## src/rtl/avst_pkt_gen.sv

```systemverilog
// avst_pkt_gen: Avalon-ST packet source.
// On a start pulse, sends cfg_num packets of cfg_len bytes each. Byte k of
// packet p carries (seed + p + k) mod 256, with the first symbol in the MSBs.
// The outputs follow full ready/valid backpressure with a ready latency of 0.
// Optional feature macro: AVST_PKT_GEN_IFG_EN. When it is defined, the source
// inserts IFG idle cycles between packets. When it is undefined, packets are
// sent back-to-back.
module avst_pkt_gen #(
    parameter int DATA_W  = 512,
    parameter int EMPTY_W = 6,
    parameter int CHAN_W  = 128,
    parameter int LEN_W   = 16,
    parameter int CNT_W   = 16,
    parameter int IFG     = 2
) (
    input  logic               clk,
    input  logic               rst_n,
    input  logic               start,
    input  logic [LEN_W-1:0]   cfg_len,
    input  logic [CNT_W-1:0]   cfg_num,
    input  logic [CHAN_W-1:0]  cfg_chan,
    input  logic [7:0]         cfg_seed,
    output logic               busy,
    output logic               done,
    input  logic               avst_out_ready,
    output logic               avst_out_valid,
    output logic               avst_out_startofpacket,
    output logic [DATA_W-1:0]  avst_out_data,
    output logic [EMPTY_W-1:0] avst_out_empty,
    output logic               avst_out_endofpacket,
    output logic [CHAN_W-1:0]  avst_out_channel
);

    localparam int BYTES = DATA_W / 8;

    typedef enum logic [1:0] {
        ST_IDLE,
        ST_SEND,
        ST_GAP
    } state_t;

    state_t             state_q, state_d;
    logic [LEN_W-1:0]   len_q, len_d;     // effective length, never 0
    logic [CNT_W-1:0]   num_q, num_d;
    logic [CHAN_W-1:0]  chan_q, chan_d;
    logic [7:0]         seed_q, seed_d;
    logic [CNT_W-1:0]   pkt_q, pkt_d;     // index of the packet being sent
    logic [LEN_W-1:0]   off_q, off_d;     // byte offset of the current beat
    logic               done_q, done_d;
`ifdef AVST_PKT_GEN_IFG_EN
    logic [15:0]        gap_q, gap_d;     // idle cycles still to insert
`endif

    logic [LEN_W-1:0]   remain;
    logic [LEN_W-1:0]   empty_full;
    logic [CNT_W-1:0]   pkt_next;
    logic               is_eop;
    logic               fire;

    // Per-beat datapath terms. The packet ends on the beat that holds the
    // remaining bytes. Using len-off instead of off+BYTES avoids overflow
    // in the LEN_W-wide arithmetic.
    assign remain     = len_q - off_q;
    assign is_eop     = (remain <= LEN_W'(BYTES));
    assign empty_full = LEN_W'(BYTES) - remain;
    assign pkt_next   = pkt_q + CNT_W'(1);
    assign fire       = avst_out_valid && avst_out_ready;

    assign busy                   = (state_q != ST_IDLE);
    assign done                   = done_q;
    assign avst_out_valid         = (state_q == ST_SEND);
    assign avst_out_startofpacket = avst_out_valid && (off_q == '0);
    assign avst_out_endofpacket   = avst_out_valid && is_eop;
    assign avst_out_empty         = avst_out_endofpacket ? empty_full[EMPTY_W-1:0] : '0;
    assign avst_out_channel       = avst_out_valid ? chan_q : '0;

    // Payload pattern. Byte lanes past the end of the packet are driven to 0.
    always_comb begin
        avst_out_data = '0;
        if (avst_out_valid) begin
            for (int i = 0; i < BYTES; i++) begin
                if (LEN_W'(i) < remain) begin
                    avst_out_data[DATA_W-1-8*i -: 8] =
                        seed_q + pkt_q[7:0] + off_q[7:0] + 8'(i);
                end
            end
        end
    end

    // Next-state logic. The FSM starts runs, advances beats on handshakes
    // and sequences from one packet to the next.
    always_comb begin
        // NOTE: every target gets a hold/default value first, so no path
        // through the case statement can infer a latch.
        state_d = state_q;
        len_d   = len_q;
        num_d   = num_q;
        chan_d  = chan_q;
        seed_d  = seed_q;
        pkt_d   = pkt_q;
        off_d   = off_q;
        done_d  = 1'b0;
`ifdef AVST_PKT_GEN_IFG_EN
        gap_d   = gap_q;
`endif
        case (state_q)
            ST_IDLE: begin
                if (start && (cfg_num != '0)) begin
                    len_d   = (cfg_len == '0) ? LEN_W'(1) : cfg_len;
                    num_d   = cfg_num;
                    chan_d  = cfg_chan;
                    seed_d  = cfg_seed;
                    pkt_d   = '0;
                    off_d   = '0;
                    state_d = ST_SEND;
                end
            end
            ST_SEND: begin
                if (fire) begin
                    if (is_eop) begin
                        pkt_d = pkt_next;
                        off_d = '0;
                        if (pkt_next == num_q) begin
                            state_d = ST_IDLE;
                            done_d  = 1'b1;
                        end else begin
`ifdef AVST_PKT_GEN_IFG_EN
                            state_d = ST_GAP;
                            gap_d   = 16'(IFG - 1);
`else
                            state_d = ST_SEND;
`endif
                        end
                    end else begin
                        off_d = off_q + LEN_W'(BYTES);
                    end
                end
            end
`ifdef AVST_PKT_GEN_IFG_EN
            ST_GAP: begin
                if (gap_q == '0) begin
                    state_d = ST_SEND;
                end else begin
                    gap_d = gap_q - 16'(1);
                end
            end
`endif
            default: state_d = ST_IDLE;
        endcase
    end

    // State and configuration registers. Reset aborts any run in progress.
    always_ff @(posedge clk or negedge rst_n) begin
        if (!rst_n) begin
            state_q <= ST_IDLE;
            len_q   <= '0;
            num_q   <= '0;
            chan_q  <= '0;
            seed_q  <= '0;
            pkt_q   <= '0;
            off_q   <= '0;
            done_q  <= 1'b0;
`ifdef AVST_PKT_GEN_IFG_EN
            gap_q   <= '0;
`endif
        end else begin
            // NOTE: non-blocking assignments, so every flop samples the
            // values from before the edge, whatever the statement order.
            state_q <= state_d;
            len_q   <= len_d;
            num_q   <= num_d;
            chan_q  <= chan_d;
            seed_q  <= seed_d;
            pkt_q   <= pkt_d;
            off_q   <= off_d;
            done_q  <= done_d;
`ifdef AVST_PKT_GEN_IFG_EN
            gap_q   <= gap_d;
`endif
        end
    end

endmodule

```

## config.mk

```make
export PLATFORM = sky130hd
export DESIGN_NAME = avst_pkt_gen
export DESIGN_NICKNAME = d
export VERILOG_FILES = /design/src/rtl/avst_pkt_gen.sv
export SDC_FILE = /design/constraint.sdc
export NUM_CORES = 1
export LEC_CHECK = 0
export ABC_CLOCK_PERIOD_IN_PS = 6200
export CAP_MARGIN = 20
export CORE_AREA = 10 10 314 316
export DETAILED_ROUTE_END_ITERATION = 8
export DIE_AREA = 0 0 324 326
export PLACE_DENSITY = 0.55
export SETUP_SLACK_MARGIN = 0.1
export SLEW_MARGIN = 20
export SYNTH_ARGS = -nofsm -noshare
export SYNTH_HDL_FRONTEND = slang
export SYNTH_SLANG_ARGS = --single-unit
```

## constraint.sdc

```tcl
create_clock -name clk -period 6.2 [get_ports clk]
set_input_delay 0.93 -clock clk [delete_from_list [all_inputs] [get_ports clk]]
set_output_delay 0.93 -clock clk [all_outputs]
set_load 0.05 [all_outputs]
```

==> metrics.yaml, run 1 <==
grt_pass1_vias: 19500
via_per_inst: 4.69
grt_use_met2_pct: 39.9
drc: 0
clk_latency_ns: 0.48
gp_congestion: 1.03
start_util_pct: 18.2
max_stage_delay_ns: 0.74
critPathCaptureType: "output pin"
crit_type: "reg2out"
clk_pin_slew_ns: 0.08
fin_area_sq_um: 28000
run_status: "complete, no violations"
fp-row-count: 112
internal_power_mw: 3.71
fin_nets: 3146
syn_area_sq_um: 16800
synthCells: 2118
cp_common_cell: "nor2_1"
worstReg2RegStart: "off_q[9]$_DFFE_PN0P_"
fillers: 9950
cp-start-kind: "register"
path_max_fanout: 13
p_seq_share_pct: 17.4
crit_chain: "inv_1 > ha_1 > o211ai_1 > nand2_1 > a311oi_2 > o21bai_1 > a2111o_1 > or4_4 > nor2_1 > nor2_1 > clkdlybuf4s50_1"
crit_buf_inv: 2
holdCritPathClass: "in2async"
grtUsageMet1_pct: 21.6
wl_per_cell_um: 30.1
power_frac_comb_pct: 68.4
tns_ns: 0
post-route-period-util_pct: 96.9
peakVddDrop_mv: 0.211
pre_cts_ws_ns: 0.405
synth_top_flop_cell: "dfrtp_1"
ios: 823
fmax_mhz: 166
grt.overflow.total: 0
area_delta_synth_final_pct: 66.5
arrival_ns: 5.08
grt_use_total_pct: 22.3
p_leak_nw: 12.7
root_buffer: "clkbuf_16"
clockPowerShare_pct: 14.3
met3_usage_pct: 7.91
place_inst: 4088
antenna_found_initial: 16
path_delay_family: "simple AND/OR/NAND/NOR gates"
vias: 19400
io_buffers: 822
period_needed_ns: 6.01
yosysSeqAreaShare_pct: 29.2
p_switching_mw: 4.41
die_w_um: 324
total_power_mw: 8.12
grt_max_degree: 172
power.density_nw_per_um2: 290
ys_seq_elements: 196
wirelength_mm: 124
reg2reg_slack_ns: 2.07
relSlewSlack_pct: 25.3
instances_no_fill: 4128
first_iter_violations: 1439
ctsLongestPathBuffers: 2
drt_pass1_iterations: 5
cp_slowest_cell: "or4_4"
slew_viol_final: 0
grt_pass1_wl_mm: 165
r2r_cells: 9
grt-busiest-layer: "met2"
cts_tree: "built"
drive_above_1_share_pct: 18.9
cts_sinks: 196
fin_skew_ns: 0.0178
ys_warn_count: 0
cts_hold_buf: 0
cap_violations: 0
die_h_um: 326
async_flop_share_pct: 100
finalSetupViolations: 0
r2r-end: "done$_DFF_PN0_"
cts_max_level: 4
fin_ws_ns: 0.190
crit_required_ns: 5.27
switching_share_pct: 54.3
design.die.area_sq_um: 106000
syn-mean-instance-area_sq_um: 7.94
worst_pin_slew_ns: 1.12
dpl-instance-area_sq_um: 27000
grt_setup_unrepaired: "true"
numCtsBuffers: 17
synth_nets: 2348
synth-edff-count: 0
place_hpwl_mm: 101
synth_cell_types: 71
ant_nets: 0
core_sq_um: 92500
hold_viol: 0
==> power groups by stage <==
stage | logic [mW] | registers, mW | clock network [mW]
after floorplan | 3.24 | 1.42 | 0
after global placement | 5.54 | 1.44 | 0
after detailed placement | 5.54 | 1.44 | 0
after CTS | 5.57 | 1.41 | 1.22
after global routing | 5.72 | 1.42 | 1.26
final | 5.55 | 1.41 | 1.16
==> per-layer routing <==
metal  vias up  share of wire [%]  routed length (um)
li1       8660                  -                   -
met1      9354                 33               41200
met2      1099                 50               62000
met3       260                9.9               12300
met4         2                7.1                8830
met5         -              0.010                  13
==> worst max-delay path by stage <==
stage,startpoint,to,slack (ns),cells after the start
after global routing,off_q[11]$_DFFE_PN0P_,avst_out_data[249],0.03,11
after global placement,off_q[6]$_DFFE_PN0P_,avst_out_data[198],0.52,11
after detailed placement,off_q[6]$_DFFE_PN0P_,avst_out_data[198],0.40,11
after CTS,off_q[6]$_DFFE_PN0P_,avst_out_data[264],0.1,11
after floorplan,pkt_q[1]$_DFFE_PN0P_,avst_out_data[191],0.34,17
final,off_q[6]$_DFFE_PN0P_,avst_out_data[248],0.19,11
==> flip-flops by register name, summed over array words and instances, names as in the netlist <==
register and flops:
chan_q 128, len_q 16, num_q 16, pkt_q 16, off_q 10, seed_q 8, done 1, state_q 1
==> cell type report <==
class | count | area [sq um] | area share (%)
multi-input combinational | 1722 | 11300 | 40.3
timing repair buffer | 934 | 9530 | 34.0
sequential | 196 | 4910 | 17.5
tap | 1197 | 1500 | 5.35
clock buffer | 18 | 429 | 1.53
clock inverter | 14 | 179 | 0.639
inverter | 45 | 169 | 0.603
antenna | 2 | 5.00 | 0.0179
==> through the flow <==
step           hold WS, ns  util [%]
6_report             0.474      30.3
5_1_grt              0.505      30.3
4_1_cts              0.480      29.9
3_5_place_dp         0.488      29.2
3_3_place_gp         0.480      29.2
2_1_floorplan        0.473         -
==> logic make-up after synthesis <==
family | Yosys count | synth area share [%]
and+or+nand+nor | 985 | 28.1
AOI/OAI and AO/OA | 283 | 10.6
xor gates and xnor gates | 224 | 11.7
buffers and inverters | 202 | 4.73
DFF | 196 | 29.2
muxes | 168 | 11.2
adders and majority gates | 58 | 4.41
other | 2 | 0.0447
==> worst reg2reg max path, cell delays in order, from the launching register on <==
cell and delay (ns):
dfrtp_1 0.45, inv_1 0.07, ha_1 0.36, a21oi_1 0.11
o21ai_0 0.41, a32o_1 0.26, o21ai_0 0.15, a2111oi_0 0.91
nand3_1 0.79, nor4_1 0.49
==> Yosys cell counts (2+ instances only) <==
cell type	instances	area [sq um]
a211o_1	2	17.5
a21o_1	30	225
a21oi_1	114	571
a221oi_1	2	17.5
a22o_1	3	26.3
a22oi_1	2	15.0
a31oi_1	22	138
and2_1	146	913
and3_1	33	206
and4_1	2	17.5
buf_1	12	45.0
buf_2	6	30.0
buf_4	2	15.0
buf_6	3	33.8
clkbuf_1	134	503
clkinv_1	2	7.51
conb_1	2	7.51
dfrtp_1	196	4900
fa_1	2	40.0
ha_1	56	701
inv_1	43	161
mux2_2	167	1880
nand2_1	124	465
nand2b_1	22	138
nand3_1	31	155
nand4_1	5	31.3
nor2_1	429	1610
nor2b_1	48	300
nor3_1	82	410
nor3_2	8	80.1
nor3b_1	6	45.0
nor4_1	11	68.8
o21ai_0	60	300
o21ai_1	5	25.0
o21bai_1	5	37.5
o221ai_1	3	26.3
o2bb2ai_1	4	35.0
o31ai_2	11	138
or2_2	15	93.8
or3_1	9	56.3
or4_1	7	52.6
xnor2_1	151	1320
xor2_1	73	639
==> cell usage in the layout, fill, tap and decap left out, types with 48 or more instances in the layout <==
cell             synthesis  final
clkdlybuf4s50_1          0    541
nor2_1                 429    422
buf_4                    2    233
dfrtp_1                196    194
mux2_2                 167    167
xnor2_1                151    148
and2_1                 146    144
nand2_1                124    124
a21oi_1                114    113
dlymetal6s2s_1           0     97
nor3_1                  82     81
xor2_1                  73     70
o21ai_0                 60     56
ha_1                    56     56
buf_12                   0     53
nor2b_1                 48     48
==> timing repair <==
action	in CTS	in global routing
cloned	2	0
endpoints found under the setup margin	32	208
gates resized for setup	17	108
pin swaps	1	3
setup buffers	0	4
(Power assumes the default switching activity.)
==> run 2: changes to the inputs <==
--- a/config.mk
+++ b/config.mk
@@ -7,10 +7,12 @@
 export LEC_CHECK = 0
 export ABC_CLOCK_PERIOD_IN_PS = 6200
 export CAP_MARGIN = 20
-export CORE_AREA = 10 10 314 316
+export CELL_PAD_IN_SITES_DETAIL_PLACEMENT = 0
+export CELL_PAD_IN_SITES_GLOBAL_PLACEMENT = 1
+export CORE_AREA = 10 10 317 319
 export DETAILED_ROUTE_END_ITERATION = 8
-export DIE_AREA = 0 0 324 326
-export PLACE_DENSITY = 0.55
+export DIE_AREA = 0 0 327 329
+export PLACE_DENSITY = 0.67
 export SETUP_SLACK_MARGIN = 0.1
 export SLEW_MARGIN = 20
 export SYNTH_ARGS = -nofsm -noshare
==> metrics.yaml, run 2 (same netlist as run 1, synthesis figures left out) <==
run_status: "complete, no violations"
place_inst: 4149  # +1.5%
cts_sinks: 196  # unchanged
drc: 0  # unchanged
root_buffer: "clkbuf_16"
grt.overflow.total: 0  # unchanged
r2r_cells: 10  # +1
whs_path_depth: 1
drt_pass1_iterations: 5  # unchanged
instances_no_fill: 4187  # +1.4%
cap_violations: 0  # unchanged
ios: 823  # unchanged
clk_pin_slew_ns: 0.09  # about the same
grtUsageMet1_pct: 23.0  # +1.4 points
hold_viol: 0  # unchanged
met3_usage_pct: 6.40  # -1.5 points
drive_above_1_share_pct: 22.2  # +3.3 points
place_hpwl_mm: 103  # +1.8%
multi_input_area_sq_um: 11300  # about the same
worstHoldStart: "chan_q[2]$_DFFE_PN0P_"
fillers: 10200  # +2.5%
fin_nets: 3138  # -0.25%
layout_common_cells: "490 x clkdlybuf4s50_1, 421 x nor2_1, 234 x buf_4, 194 x dfrtp_1, 167 x mux2_2"
reg2reg_slack_ns: 1.98  # -0.09 ns
fin_skew_ns: 0.0244  # +0.00659 ns
area_delta_synth_final_pct: 71.1
arrival_ns: 5.00  # -0.08 ns
crit_required_ns: 5.27  # about the same
cp-start-kind: "register"
peakVddDrop_mv: 0.203  # -3.6%
ant_nets: 0  # unchanged
period_needed_ns: 5.93  # -0.0780 ns
tns_ns: 0  # unchanged
gp_congestion: 0.966  # -6.1%
numCtsBuffers: 17  # unchanged
cts_hold_buf: 0  # unchanged
finalSetupViolations: 0  # unchanged
p_leak_nw: 12.8  # +0.43%
grt_use_total_pct: 22.2  # -0.075 points
start_util_pct: 17.8  # -0.35 points
grt-busiest-layer: "met2"
ctsLongestPathBuffers: 2  # unchanged
grt_setup_unrepaired: "true"
total_power_mw: 8.52  # +4.8%
slew_viol_final: 0  # unchanged
hold_end: "chan_q[2]$_DFFE_PN0P_"
io_buffers: 822  # unchanged
core_sq_um: 94300  # +2.0%
seq_area_sq_um: 4910  # unchanged
wl_per_cell_um: 29.9  # -0.87%
crit_type: "reg2out"
r2r-end: "pkt_q[13]$_DFFE_PN0P_"
vias: 19000  # -2.1%
fp-row-count: 113  # +0.89%
die_h_um: 329  # +0.92%
worstReg2RegStart: "off_q[9]$_DFFE_PN0P_"
critPathCaptureType: "output pin"
via_per_inst: 4.53  # -3.4%
post-route-period-util_pct: 95.7  # -1.3 points
grt_pass1_wl_mm: 168  # +1.9%
final_common_cell: "clkdlybuf4s50_1"
cts_max_level: 4  # unchanged
largest-register: "chan_q"
wirelength_mm: 125  # +0.54%
grt_use_met2_pct: 40.0  # +0.15 points
worst_pin_slew_ns: 1.07  # -0.0494 ns
grt_max_degree: 157  # -8.7%
holdCritPathClass: "reg2reg"
design.die.area_sq_um: 108000  # +1.9%
power.density_nw_per_um2: 296  # +2.0%
fmax_mhz: 169  # +1.3%
grt_pass1_vias: 19600  # +0.49%
antenna_found_initial: 9  # -7
clk_latency_ns: 0.49  # about the same
relSlewSlack_pct: 28.1  # +2.8 points
first_iter_violations: 1155  # -20%
cts_tree: "built"
die_w_um: 327  # +0.93%
path_max_fanout: 12  # -1
largest_reg_flops: 128  # unchanged
## run 2: cell types whose count changed in the layout (fill, tap and decap cells not counted), moves of 2 or more
cell and change:
nor3_1 -2, dlymetal6s2s_1 -55, dlygate4sd2_1 +8, nor3_2 +2, clkdlybuf4s50_1 -51, buf_12 +89
## run 2: timing repair
item | CTS | global route
pin swaps | 1 | 2
endpoints found under the setup margin | 41 | 82
gates cloned | 2 | 0
resized for setup | 21 | 55
buffers inserted | 0 | 3
## run 2: layout make-up
cell class,instances,area share [%]
tap,1265,5.50
sequential,196,17.1
timing repair buffer,926,35.4
clock buffer,17,1.48
multi-input combinational,1722,39.2
antenna,1,0.00870
inverter,45,0.592
clock inverter,15,0.709
## run 2: per-stage QoR
| stage | hold WS, ns | utilization (%) | setup WS (ns) | area [sq um] |
|---|---|---|---|---|
| after floorplan | 0.473 | - | 0.343 | 16800 |
| after global placement | 0.482 | 29.6 | 0.395 | 28000 |
| after detailed placement | 0.488 | 29.7 | 0.420 | 28000 |
| after CTS | 0.505 | 30.3 | 0.107 | 28600 |
| after global routing | 0.514 | 30.5 | 0.0557 | 28800 |
| final | 0.500 | 30.5 | 0.268 | 28800 |
## run 2: worst max path at each step
stage                          from            endpoint  cells after the start
6_report       off_q[9]$_DFFE_PN0P_  avst_out_data[337]                     11
5_1_grt        off_q[9]$_DFFE_PN0P_  avst_out_data[254]                     12
4_1_cts        off_q[9]$_DFFE_PN0P_  avst_out_data[511]                     12
3_5_place_dp   off_q[9]$_DFFE_PN0P_  avst_out_data[264]                     11
3_3_place_gp   off_q[9]$_DFFE_PN0P_  avst_out_data[264]                     11
2_1_floorplan  pkt_q[1]$_DFFE_PN0P_  avst_out_data[191]                     17
## run 2: per-layer routing
metal / wire, um / part of all wire [%]
met5: 0 / 0
met4: 7770 / 6.2
met3: 9440 / 7.6
met2: 63300 / 51
met1: 44500 / 36
## run 2: critical path, stage by stage, from the launching register on
cell and delay (ns):
dfrtp_1 0.48, inv_1 0.08, ha_1 0.37, a21oi_1 0.22, o21ai_0 0.22, a311oi_2 0.38
o21bai_1 0.15, a2111o_1 0.57, or4_4 0.65, nor3_2 0.56, nor2_1 0.09, clkdlybuf4s50_1 0.73
## run 2: report_power, final
group | internal (mW) | leakage [nW] | switching, mW
logic | 2.08 | 9.97 | 3.82
clock network | 0.557 | 0.301 | 0.649
registers | 1.35 | 2.52 | 0.0611
==> run 3: changes to the inputs <==
--- a/config.mk
+++ b/config.mk
@@ -10,10 +10,10 @@
 export CELL_PAD_IN_SITES_DETAIL_PLACEMENT = 0
 export CELL_PAD_IN_SITES_GLOBAL_PLACEMENT = 1
 export CORE_AREA = 10 10 317 319
+export CTS_CLUSTER_DIAMETER = 150
 export DETAILED_ROUTE_END_ITERATION = 8
 export DIE_AREA = 0 0 327 329
-export PLACE_DENSITY = 0.67
-export SETUP_SLACK_MARGIN = 0.1
+export PLACE_DENSITY = 0.6
 export SLEW_MARGIN = 20
 export SYNTH_ARGS = -nofsm -noshare
 export SYNTH_HDL_FRONTEND = slang
==> metrics.yaml, run 3 (same netlist as run 1, synthesis figures left out) <==
clk_pin_slew_ns: 0.08  # about the same
clockPowerShare_pct: 13.9  # -0.3 points
post-route-period-util_pct: 96.8  # +1.1 points
drc: 0  # unchanged
p_seq_share_pct: 17.8  # +1.2 points
grt.overflow.total: 0  # unchanged
cap_violations: 0  # unchanged
antenna_found_initial: 12  # +3
wirelength_mm: 126  # +0.46%
critPathCaptureType: "output pin"
grt_setup_unrepaired: "true"
hold_viol: 0  # unchanged
largest_reg_flops: 128  # unchanged
cts_hold_buf: 0  # unchanged
drt_pass1_iterations: 5  # unchanged
vias: 19000  # -0.016%
grt_pass1_vias: 19700  # +0.20%
instances_no_fill: 4207  # +0.48%
wl_per_cell_um: 29.9  # about the same
holdWs_ns: 0.401  # -0.0998 ns
cts_max_level: 4  # unchanged
worst_pin_slew_ns: 1.07  # +0.00308 ns
crit_required_ns: 5.27  # about the same
fin_ws_ns: 0.198  # -0.0696 ns
design.die.area_sq_um: 108000  # unchanged
via_per_inst: 4.51  # -0.49%
gp_congestion: 0.977  # +1.1%
reg2reg_slack_ns: 2.23  # +0.25 ns
fin_nets: 3156  # +0.57%
holdCritPathClass: "in2async"
r2r-end: "pkt_q[6]$_DFFE_PN0P_"
fmax_mhz: 167  # -1.2%
tns_ns: 0  # unchanged
arrival_ns: 5.07  # +0.07 ns
grt_max_degree: 132  # -16%
switching_share_pct: 54.9  # +1.6 points
place_hpwl_mm: 104  # +0.96%
ant_nets: 0  # unchanged
cp-start-kind: "register"
area_delta_synth_final_pct: 66.6
final_common_cell: "clkdlybuf4s50_1"
fillers: 10300  # +1.2%
root_buffer: "clkbuf_16"
relSlewSlack_pct: 27.6  # -0.45 points
die_w_um: 327  # unchanged
period_needed_ns: 6.00  # +0.0696 ns
worstReg2RegStart: "off_q[6]$_DFFE_PN0P_"
first_iter_violations: 1097  # -5.0%
dpl-instance-area_sq_um: 27100  # -3.1%
power_frac_comb_pct: 68.3  # -0.9 points
peakVddDrop_mv: 0.252  # +24%
clk_latency_ns: 0.48  # about the same
io_buffers: 822  # unchanged
ios: 823  # unchanged
run_status: "complete, no violations"
layout_common_cells: "494 x clkdlybuf4s50_1, 423 x nor2_1, 303 x buf_4, 194 x dfrtp_1, 167 x mux2_2"
crit_type: "reg2out"
slew_viol_final: 0  # unchanged
start_util_pct: 17.8  # unchanged
fp-row-count: 113  # unchanged
grt_use_total_pct: 22.2  # about the same
drive_above_1_share_pct: 21.3  # -0.88 points
p_leak_nw: 12.8  # +0.21%
internal_power_mw: 3.61  # -9.5%
place_inst: 4169  # +0.48%
cts_sinks: 196  # unchanged
fin_area_sq_um: 28000  # -2.6%
core_sq_um: 94300  # unchanged
r2r_cells: 10  # unchanged
die_h_um: 329  # unchanged
finalSetupViolations: 0  # unchanged
numCtsBuffers: 17  # unchanged
path_max_fanout: 24  # +12
cts_tree: "built"
pre_cts_ws_ns: 0.430  # +0.0101 ns
power.density_nw_per_um2: 285  # -3.6%
p_switching_mw: 4.38  # -3.2%
grt_pass1_wl_mm: 169  # +0.39%
ctsLongestPathBuffers: 2  # unchanged
largest-register: "chan_q"
fin_skew_ns: 0.0106  # -0.0138 ns
## run 3: cell count changes in the layout (fill, tap and decap cells not counted), sizes merged, moves of 3 or more
cell | before | now
inv | 48 | 51
clkdlybuf4s50 | 490 | 494
clkinv | 12 | 6
dlymetal6s2s | 42 | 92
dlygate4sd2 | 17 | 2
buf | 376 | 358
## run 3: cell type report
class | instances | area (sq um) | area share [%]
diodes | 3 | 7.51 | 0.0268
clock buffers | 18 | 429 | 1.53
clock inverters | 14 | 119 | 0.424
inverters | 45 | 170 | 0.607
multi-input cells | 1720 | 11300 | 40.4
flip-flops and latches | 196 | 4910 | 17.5
well taps | 1265 | 1580 | 5.65
repair buffers | 946 | 9480 | 33.8
## run 3: metrics by stage
step / power (mW) / util (%)
floorplan: 4.66 / -
global placement: 6.94 / 28.7
detailed placement: 6.93 / 28.7
CTS: 8.08 / 29.4
global route: 8.29 / 29.7
finish: 7.99 / 29.7
## run 3: worst max path at each step
stage / from / to / slack, ns
3_5_place_dp: off_q[6]$_DFFE_PN0P_ / avst_out_data[509] / 0.43
6_report: off_q[6]$_DFFE_PN0P_ / avst_out_data[356] / 0.20
5_1_grt: off_q[6]$_DFFE_PN0P_ / avst_out_data[306] / -0.005
4_1_cts: off_q[6]$_DFFE_PN0P_ / avst_out_data[274] / 0.009
2_1_floorplan: pkt_q[1]$_DFFE_PN0P_ / avst_out_data[191] / 0.34
3_3_place_gp: off_q[6]$_DFFE_PN0P_ / avst_out_data[509] / 0.45
## run 3: worst max-delay path: stages, from the launching register on
cell and delay, ns:
dfrtp_1 0.41, inv_1 0.16, ha_1 0.32, o21ai_0 0.34, a22oi_1 0.20, a221oi_1 0.35, xnor2_1 0.20, a2111o_1 0.40
or4_4 0.66, o31ai_4 0.63, nor2_1 0.10, clkdlybuf4s50_1 0.81
## run 3: metal layers
metal	GRT usage [%]	vias to the layer above	routed length (um)
met2	40.3	844	63900
met5	0	-	13
met1	23.3	9317	45600
li1	-	8654	-
met3	7.02	157	10000
met4	9.40	2	6140
## run 3: power groups by stage
stage | Sequential (mW) | Clock (mW) | Combinational (mW)
finish | 1.42 | 1.11 | 5.46
detailed placement | 1.44 | 0 | 5.49
global placement | 1.44 | 0 | 5.50
global route | 1.43 | 1.21 | 5.65
CTS | 1.42 | 1.17 | 5.50
floorplan | 1.42 | 0 | 3.24
## run 3: timing repair
action	CTS	global route
gates resized for setup	6	109
gates cloned	0	0
pin swaps	0	1
endpoints found under the setup margin	12	120
buffers inserted	0	3
